==> config.mk <==
export PLATFORM = sky130hd
export DESIGN_NAME = fadd_pipe
export DESIGN_NICKNAME = d
export VERILOG_FILES = /design/src/rtl/fadd_pipe_pkg.sv /design/src/rtl/fadd_pipe_lzc.sv /design/src/rtl/fadd_pipe.sv
export SDC_FILE = /design/constraint.sdc
export NUM_CORES = 1
export LEC_CHECK = 0
export ABC_AREA = 1
export CAP_MARGIN = 20
export CORE_MARGIN = 2
export CORE_UTILIZATION = 56
export DETAILED_ROUTE_END_ITERATION = 10
export PLACE_DENSITY = 0.79
export RECOVER_POWER = 100
export SYNTH_ARGS = -nofsm -noshare
export SYNTH_HDL_FRONTEND = slang
export SYNTH_SLANG_ARGS = --single-unit
==> constraint.sdc <==
create_clock -name clk -period 7.05 [get_ports clk]
set_clock_uncertainty 0.15 [all_clocks]
set_input_delay 1.7625 -clock clk [delete_from_list [all_inputs] [get_ports clk]]
set_output_delay 1.7625 -clock clk [all_outputs]
set_load 0.01 [all_outputs]
==> src/rtl/fadd_pipe_pkg.sv <==
// Shared types and constants for the pipelined FP adder.
// Default format is IEEE single precision.
package fadd_pipe_pkg;

  localparam int EXP_W_D = 8;
  localparam int M_W_D   = 23;

  typedef struct packed {
    logic               sign;
    logic [EXP_W_D-1:0] exp;
    logic [M_W_D-1:0]   man;
  } fp_word_t;

  localparam logic [EXP_W_D-1:0] EXP_ALL1 = '1;
  localparam fp_word_t QNAN = '{
    sign: 1'b0,
    exp:  EXP_ALL1,
    man:  {1'b1, {(M_W_D-1){1'b0}}}
  };
  localparam int BIAS = (1 << (EXP_W_D-1)) - 1;

  typedef enum logic [1:0] {
    NORMAL,
    ZERO_PASS,
    INF,
    NAN
  } tag_e;

  localparam int FLAG_INVALID  = 2;
  localparam int FLAG_OVERFLOW = 1;
  localparam int FLAG_INEXACT  = 0;

endpackage

==> src/rtl/fadd_pipe_lzc.sv <==
// Leading-zero counter, MSB first.
// All-zero input yields W.
module fadd_pipe_lzc #(
  parameter int W  = 28,
  parameter int CW = $clog2(W+1)
) (
  input  logic [W-1:0]  x,
  output logic [CW-1:0] cnt
);

  logic found;

  always_comb begin
    cnt   = CW'(W);
    found = 1'b0;
    for (int i = W-1; i >= 0; i--) begin
      if (!found && x[i]) begin
        cnt   = CW'(W-1-i);
        found = 1'b1;
      end
    end
  end

endmodule

==> src/rtl/fadd_pipe.sv <==
// 3-stage FP adder/subtractor: align, add, normalise/round.
// One global stall moves all stages together.
module fadd_pipe
  import fadd_pipe_pkg::*;
#(
  parameter int EXP_W = 8,
  parameter int M_W   = 23
) (
  input  logic                 clk,
  input  logic                 rst_n,
  input  logic                 in_valid,
  output logic                 in_ready,
  input  logic [EXP_W+M_W:0]   a,
  input  logic [EXP_W+M_W:0]   b,
  input  logic                 op,
  output logic                 out_valid,
  input  logic                 out_ready,
  output logic [EXP_W+M_W:0]   result,
  output logic [2:0]           flags
);

  localparam int W      = 1+EXP_W+M_W;
  localparam int SW     = M_W+4;
  localparam int NW     = M_W+5;
  localparam int CW     = $clog2(NW+1);
  localparam int SH_MAX = M_W+3;
  localparam logic [EXP_W-1:0] E1 = '1;
  localparam logic [W-1:0] QN =
    {1'b0, E1, 1'b1, {(M_W-1){1'b0}}};

  logic advance;
  assign advance  = ~out_valid | out_ready;
  assign in_ready = advance;

  logic             sa, sb;
  logic [EXP_W-1:0] ea, eb;
  logic [M_W-1:0]   ma, mb;
  logic             za, zb, ia, ib, na, nb;
  logic [W-1:0]     bn;

  assign sa = a[W-1];
  assign sb = b[W-1] ^ op;
  assign ea = a[W-2:M_W];
  assign eb = b[W-2:M_W];
  assign ma = a[M_W-1:0];
  assign mb = b[M_W-1:0];
  assign bn = {sb, b[W-2:0]};

  assign za = (ea == '0);
  assign zb = (eb == '0);
  assign ia = (ea == E1) && (ma == '0);
  assign ib = (eb == E1) && (mb == '0);
  assign na = (ea == E1) && (ma != '0);
  assign nb = (eb == E1) && (mb != '0);

  tag_e         c_tag;
  logic [W-1:0] c_byp;

  always_comb begin
    c_tag = NORMAL;
    c_byp = '0;
    if (na | nb | (ia & ib & (sa ^ sb))) begin
      c_tag = NAN;
      c_byp = QN;
    end else if (ia) begin
      c_tag = INF;
      c_byp = a;
    end else if (ib) begin
      c_tag = INF;
      c_byp = bn;
    end else if (za & zb) begin
      c_tag = ZERO_PASS;
      c_byp = {sa & sb, {(W-1){1'b0}}};
    end else if (za) begin
      c_tag = ZERO_PASS;
      c_byp = bn;
    end else if (zb) begin
      c_tag = ZERO_PASS;
      c_byp = a;
    end
  end

  logic             a_ge, sh_sign;
  logic [EXP_W-1:0] eh, el;
  logic [M_W-1:0]   mh, ml;
  logic [EXP_W:0]   diff, sh;
  logic [SW-1:0]    sig_h, sig_l;
  logic [SW-1:0]    mask, l_shr, sig_al;

  assign a_ge    = {ea, ma} >= {eb, mb};
  assign eh      = a_ge ? ea : eb;
  assign el      = a_ge ? eb : ea;
  assign mh      = a_ge ? ma : mb;
  assign ml      = a_ge ? mb : ma;
  assign sh_sign = a_ge ? sa : sb;

  // Saturating the shift keeps huge exponent gaps as pure sticky.
  assign diff = {1'b0, eh} - {1'b0, el};
  assign sh   = (diff > (EXP_W+1)'(SH_MAX)) ?
                (EXP_W+1)'(SH_MAX) : diff;

  assign sig_h  = {1'b1, mh, 3'b000};
  assign sig_l  = {1'b1, ml, 3'b000};
  assign mask   = (SW'(1) << sh) - SW'(1);
  assign l_shr  = sig_l >> sh;
  assign sig_al = {l_shr[SW-1:1],
                   l_shr[0] | (|(sig_l & mask))};

  logic             s1_v, s1_sign, s1_sub;
  tag_e             s1_tag;
  logic [W-1:0]     s1_byp;
  logic [EXP_W-1:0] s1_exp;
  logic [SW-1:0]    s1_sh, s1_sl;

  always_ff @(posedge clk) begin
    if (advance) begin
      s1_tag  <= c_tag;
      s1_byp  <= c_byp;
      s1_sign <= sh_sign;
      s1_sub  <= sa ^ sb;
      s1_exp  <= eh;
      s1_sh   <= sig_h;
      s1_sl   <= sig_al;
    end
  end

  logic [NW-1:0] sum;
  logic [CW-1:0] lz;

  assign sum = s1_sub ?
    {1'b0, s1_sh} - {1'b0, s1_sl} :
    {1'b0, s1_sh} + {1'b0, s1_sl};

  fadd_pipe_lzc #(.W(NW), .CW(CW)) u_lzc (
    .x   (sum),
    .cnt (lz)
  );

  logic             s2_v, s2_sign;
  tag_e             s2_tag;
  logic [W-1:0]     s2_byp;
  logic [EXP_W-1:0] s2_exp;
  logic [NW-1:0]    s2_sum;
  logic [CW-1:0]    s2_lz;

  always_ff @(posedge clk) begin
    if (advance) begin
      s2_tag  <= s1_tag;
      s2_byp  <= s1_byp;
      s2_sign <= s1_sign;
      s2_exp  <= s1_exp;
      s2_sum  <= sum;
      s2_lz   <= lz;
    end
  end

  // Shifting by lz puts the leading one at the carry slot;
  // the carry case (lz=0) then folds its lsb into sticky.
  logic [NW-1:0]    nsh;
  logic [SW-1:0]    norm;
  logic [M_W:0]     mant;
  logic             g, r, s, inex, rnd_up;
  logic [M_W+1:0]   mant_r;
  logic [M_W-1:0]   man_f;
  logic [EXP_W+1:0] exp_n, exp_f;
  logic             flush, ovf;

  assign nsh    = s2_sum << s2_lz;
  assign norm   = {nsh[NW-1:2], nsh[1] | nsh[0]};
  assign mant   = norm[SW-1:3];
  assign g      = norm[2];
  assign r      = norm[1];
  assign s      = norm[0];
  assign inex   = g | r | s;
  assign rnd_up = g & (r | s | mant[0]);
  assign mant_r = {1'b0, mant} + (M_W+2)'(rnd_up);
  assign man_f  = mant_r[M_W+1] ?
                  mant_r[M_W:1] : mant_r[M_W-1:0];

  assign exp_n = {2'b00, s2_exp} + (EXP_W+2)'(1)
               - (EXP_W+2)'(s2_lz);
  assign exp_f = exp_n + (EXP_W+2)'(mant_r[M_W+1]);
  assign flush = exp_n[EXP_W+1] | (exp_n == '0);
  assign ovf   = exp_f >= {2'b00, E1};

  logic [W-1:0] r_res;
  logic [2:0]   r_flg;

  always_comb begin
    r_res = s2_byp;
    r_flg = '0;
    unique case (s2_tag)
      NORMAL: begin
        if (s2_sum == '0) begin
          r_res = '0;
        end else if (flush) begin
          r_res = {s2_sign, {(W-1){1'b0}}};
          r_flg[FLAG_INEXACT] = inex;
        end else if (ovf) begin
          r_res = {s2_sign, E1, {M_W{1'b0}}};
          r_flg[FLAG_OVERFLOW] = 1'b1;
          r_flg[FLAG_INEXACT]  = 1'b1;
        end else begin
          r_res = {s2_sign, exp_f[EXP_W-1:0], man_f};
          r_flg[FLAG_INEXACT] = inex;
        end
      end
      NAN:     r_flg[FLAG_INVALID] = 1'b1;
      default: r_flg = '0;
    endcase
  end

  always_ff @(posedge clk or negedge rst_n) begin
    if (!rst_n) begin
      s1_v      <= 1'b0;
      s2_v      <= 1'b0;
      out_valid <= 1'b0;
      result    <= '0;
      flags     <= '0;
    end else if (advance) begin
      s1_v      <= in_valid;
      s2_v      <= s1_v;
      out_valid <= s2_v;
      if (s2_v) begin
        result <= r_res;
        flags  <= r_flg;
      end
    end
  end

endmodule

After elaboration in Yosys (flattened, before gate mapping)
Index checks and enable logic that the tools add are counted.
Cells by class
  muxes and demuxes: 83
  add/subtract/negate cells: 8
  reduce and logical (&&, ||, !) cells: 73
  shift operators: 3
  equal/unequal tests: 3
  bitwise logic cells: 19
  magnitude comparators: 3
Operator list (count)
  $mux W32: 7
  $mux W5: 16
  $mux W23: 3
  $mux W31: 2
  $logic_not A23 Y1: 2
  $reduce_bool A23 Y1: 2
  $mux W1: 39
  $mux W4: 8
  $ge A31 B31 Y1: 1
  $logic_and A1 B1 Y1: 31
  $add A27 B27 Y28: 1
  $logic_not A28 Y1: 1
  $mux W28: 1
  $shl A28 B5 Y28: 1
  $sub A27 B27 Y28: 1
  $and A27 B27 Y27: 1
  $logic_not A1 Y1: 27
  $reduce_or A27 Y1: 1
  $shl A1 B9 Y27 const A: 1
  $shr A27 B9 Y27: 1
  $sub A27 B2 Y27 const B: 1
  $add A24 B1 Y25: 1
  $eq A8 B8 Y1 const B: 2
  $logic_not A8 Y1: 2
  21 further kinds: 39
Storage, ports and cells
  register bits: 208
  output and inout port bits: 37
  input bits: 69
  logic and storage cells: 214

Logic depth before layout (Yosys ltp)
  depth after elaboration: 84
  depth in mapped cells: 39
  depth with buffers taken out: 38

Hierarchy
Synthesis repeated with hierarchy kept, for this count alone.
Unflattened totals
  cells, all modules: 2221
  area, all modules: 16590.9 µm²
Modules (own cells, without submodules)
  fadd_pipe: area each 16123.0 µm², cells each 2144, times used 1, seq. area each 6055.8 µm²
  fadd_pipe_lzc: area each 467.9 µm², cells each 77, times used 1, seq. area each 0.0 µm²

Worst setup path after synthesis
OpenSTA, ideal clock, no wires.
  kind: input to output
  start point: input out_ready
  end point: output in_ready
  data required time: 5.137 ns
  arrival time: 5.201 ns
  stages on the path: 2
  path buffers: 0
  setup slack: -0.063 ns
  cell sequence: nor2_1 inv_1
On the way
  word-level cells in the longest chain between the ends: 1
RTL lines
  start: declaration: RTL line fadd_pipe.sv:17  | input logic out_ready,
  $or A1 B1 Y1: RTL line fadd_pipe.sv:32  | assign advance = ~out_valid | out_ready;
  end: declaration: RTL line fadd_pipe.sv:12  | output logic in_ready,
Every way passes these cells.

Worst setup path in the final report
  start point: input b[28]
  end point: register s1_sl[10] (data pin)
On the way
  word-level cells in the longest chain between the ends: 6
  elaborated cells between the ends (all ways): 8
RTL lines
  start: declaration: RTL line fadd_pipe.sv:14  | input logic [EXP_W+M_W:0] b,
  $ge A31 B31 Y1: RTL line fadd_pipe.sv:90  | assign a_ge = {ea, ma} >= {eb, mb};
  $mux W8, on equally long branches: RTL line fadd_pipe.sv:91, fadd_pipe.sv:92
  $sub A8 B8 Y9: RTL line fadd_pipe.sv:98  | assign diff = {1'b0, eh} - {1'b0, el};
  $gt A9 B5 Y1: RTL line fadd_pipe.sv:99  | assign sh = (diff > (EXP_W+1)'(SH_MAX)) ?
  $mux W9: RTL line fadd_pipe.sv:99
  $shr A27 B9 Y27 *: RTL line fadd_pipe.sv:105  | assign l_shr = sig_l >> sh;
  end signal: assignment: RTL line fadd_pipe.sv:123  | s1_sl <= sig_al;
  end: declaration: RTL line fadd_pipe.sv:113  | logic [SW-1:0] s1_sh, s1_sl;
Mark *: on every way between the ends. The rest lies on a longest branch, timed or not.
A chain may end at the register's enable or synchronous reset.

==> summary.md <==
| Metric | Value |
|---|---|
| Final cycle utilization of the critical path | `95.63%` |
| Multiplexer share of the synthesized area | `0.7272%` |
| CTS resizes | `0` |
| Number of fill cells | `2827` |
| Crit path depth | `26` |
| Vias/cell | `5.911` |
| Largest fanout on the critical path | `28` |
| Hold_buf cts | `0` |
| Critical Path Most Common Cell | `nand2_1` |
| Static Leakage | `0.009599 uW` |
| Hold Path Class | `flop to flop` |
| Hpwl dp | `49.89 mm` |
| Worst skew pair latency | `0.53 ns` |
| CP Capture Type | `flop` |
| GR Overflow Total | `0` |
| Failing checks | `max-capacitance violations, max-slew violations` |
| Root Buffer | `clkbuf_16` |
| Antenna-violating nets left | `0` |
| Fin crit period | `6.742 ns` |
| Post-Place Setup Slack | `0.08331 ns` |
| Die ar. | `0.03340 mm^2` |
| Mapped cell area | `0.01789 mm^2` |
| Unrepaired setup endpoints after global routing | `no` |
| Outcome | `finished, violations left` |
| Initial DRC count | `2372` |
| XOR/XNOR Fraction of Synth Area | `2.203%` |
| Core Area | `0.03147 mm^2` |
| Mapped Avg Cell Area | `6.917 um^2` |
| H-tree Lvls | `1` |
| WP data arrival | `6.78 ns` |
| Seq/Total Area, Yosys | `33.84%` |
| Number of port buffers | `105` |
| Die width | `182.8 um` |
| Vias after detailed routing | `18340` |
| Row Count | `65` |
| Slew HR | `-182.0%` |
| Slack of the critical path | `0.3081 ns` |
| Clk buf depth | `3` |
| Worst hold path depth | `0` |
| Synth Register Bits | `208` |
| Vias in the first global route | `17230` |
| Synth warn | `0` |
| Main combinational cell family by area after synthesis | `simple AND/OR/NAND/NOR gates` |
| Final setup fails | `0` |
| Sequential cell area | `0.006056 mm^2` |
| # DRC | `0` |
| Layout cell share with drive strength beyond 1 | `5.863%` |
| Mapped Nets | `2755` |
| Buf+Inv Stages, Crit Path | `4` |
| Cell count after synthesis | `2587` |
| Antenna violations before repair | `5` |
| Largest net degree at the start of global routing | `175` |
| Worst R2R Path Depth | `29` |
| I/O Pins | `106` |
| TritonCTS clock tree | `done` |
| Overall Global Routing Usage | `37.36%` |
| Pre-antenna DRT Iters | `8` |
| Slew Limit Fails | `248` |
| Nets | `2846` |
| CTS Sinks | `208` |
| Least-Margin Pin Slew | `4.229 ns` |
| Reg clk slew, reported paths | `0.06 ns` |
| VDD IR-drop max | `0.0002719 V` |
| Synth-to-Final Area Change | `12.95%` |
| First-pass GRT wire length | `96.39 mm` |
| WL final | `62.64 mm` |
| Setup repair bufs after CTS | `0` |
| Power Density | `376.8 mW/mm^2` |
| Kind of critical path | `primary input to flop` |
| Starting density of the core | `56.85%` |
| Family with the most delay on the worst path | `simple AND/OR/NAND/NOR gates` |
| Max Cap Violations | `3` |
| Die height | `182.8 um` |
| Post-synth top flop | `edfxtp_1` |
| Synth Area in Adders | `7.007%` |
| Simple-gate share of the synthesized area | `30.79%` |
| Type of origin of the critical path | `primary input` |
| Crit path largest cell delay | `0.70 ns` |
| Core Util, Final | `64.21%` |
| Routed wire per std cell | `20.19 um` |
| Setup_tns | `0 ns` |
| Compound-Gate Fraction of Synth Area | `14.69%` |
| Final hold vios | `0` |
| GPL Wtd Cong | `1.058` |
| Multi-input gate area | `0.009912 mm^2` |
| CP max stage cell | `dlygate4sd3_1` |
| Worst Path Required | `7.08 ns` |
| EDFF count, synth | `170` |
| Pwr Total | `7615 uW` |
| Fmax | `148.3 MHz` |
| FFs w/ async S/R, synth | `18.27%` |
| CTS buffer count | `23` |
| Netlist cell types | `64` |
## logic make-up (layout without fill, tap and decap cells)
family | count (synthesis) | in the layout
AND/OR/NAND/NOR | 1267 | 1267
buffers and inverters | 489 | 597
AO/OA/AOI/OAI | 466 | 466
flip-flops | 208 | 208
adder cells (fa/ha/maj) | 99 | 99
XOR/XNOR | 45 | 45
multiplexers | 13 | 13
other | 0 | 5
## path summary, 6_finish.rpt
check,startpoint,end,slack [ns]
worst max-delay path,b[28],s1_sl[10],0.31
worst min register to register,s1_exp[4],s2_exp[4],0.27
worst min-delay path,s1_exp[4],s2_exp[4],0.27
worst max register to register,s2_lz[0],flags[1],0.67
max in group asynchronous,rst_n,result[7],3.89
min in group asynchronous,rst_n,result[11],1.67
## placed cells by master (no fill, tap or decap), drive strengths merged, types with 5 or more instances in the layout
cell and count:
nor3 23, o21bai 8, xor2 36, clkinv 9, o22ai 7, diode 5, or2 7, o21ai 242
nor4 22, nand3 132, nand4 61, o211ai 21, o221ai 7, a22oi 11, nand2 729, a21oi 120
inv 400, mux2i 13, xnor2 9, clkdlybuf4s50 62, buf 44, clkbuf 33, dfrtp 38, edfxtp 170
a31oi 18, a32oi 11, ha 97, nor2 278, dlygate4sd3 42, o21a 8, nand3b 7
## layer usage
metal / wire length, um / vias up / global-route usage, %
li1: - / 8710 / -
met1: 25100 / 8389 / 49.82
met2: 28220 / 1039 / 60.94
met3: 6086 / 197 / 5.282
met4: 3231 / 0 / 16.26
met5: 0 / - / 0
## flip-flops by register name, summed over array words and instances (netlist names), 5 cells and up
signal	flops
result	32
s1_byp	32
s2_byp	32
s2_sum	28
s1_sl	27
s1_sh	23
s1_exp	8
s2_exp	8
s2_lz	5
## cells in the mapped netlist (19+ instances only)
library cell  number  area, um^2
clkbuf_1          50       187.7
edfxtp_1         170        5105
nand4_1           60       375.4
o21ai_0          195       975.9
dfrtp_1           38       950.9
nand2_1          713        2676
o211ai_1          21       157.7
xor2_1            36       315.3
o21ai_1           42       210.2
ha_1              97        1214
inv_1            383        1438
nor2_1           262       983.4
nor4_1            21       131.4
a21oi_1          117       585.6
nand3_1          122       610.6
nor3_1            19       95.09
## worst register-to-register path, delay by kind of cell, from the launching register on
kind,cells,cell delay (ns)
simple gates,16,3.15
buf+inv,6,1.13
compound gates,4,0.68
flops,1,0.52
fa+ha+maj,2,0.42
xor+xnor,1,0.22
## power breakdown
part	switching, uW	internal, uW
logic	2890	1310
registers	260	1860
clock network	529	769
## cell type report
class,count,area share (%)
sequential,208,29.96
inverter,401,7.479
tap,402,2.489
clock inverter,15,1.052
multi-input combinational,1890,49.04
clock buffer,27,2.972
timing repair buffer,154,6.940
antenna,5,0.06191
## per-stage QoR
step                hold WS (ns)  std cells  cell area, um^2
floorplan                 0.2503       2587            17900
global placement          0.2510       3054            19410
detailed placement        0.2545       3054            19410
CTS                       0.2687       3096            20220
global route              0.2735       3102            20210
finish                    0.2677       3102            20210
No activity file was read; power rests on OpenSTA's default activity.
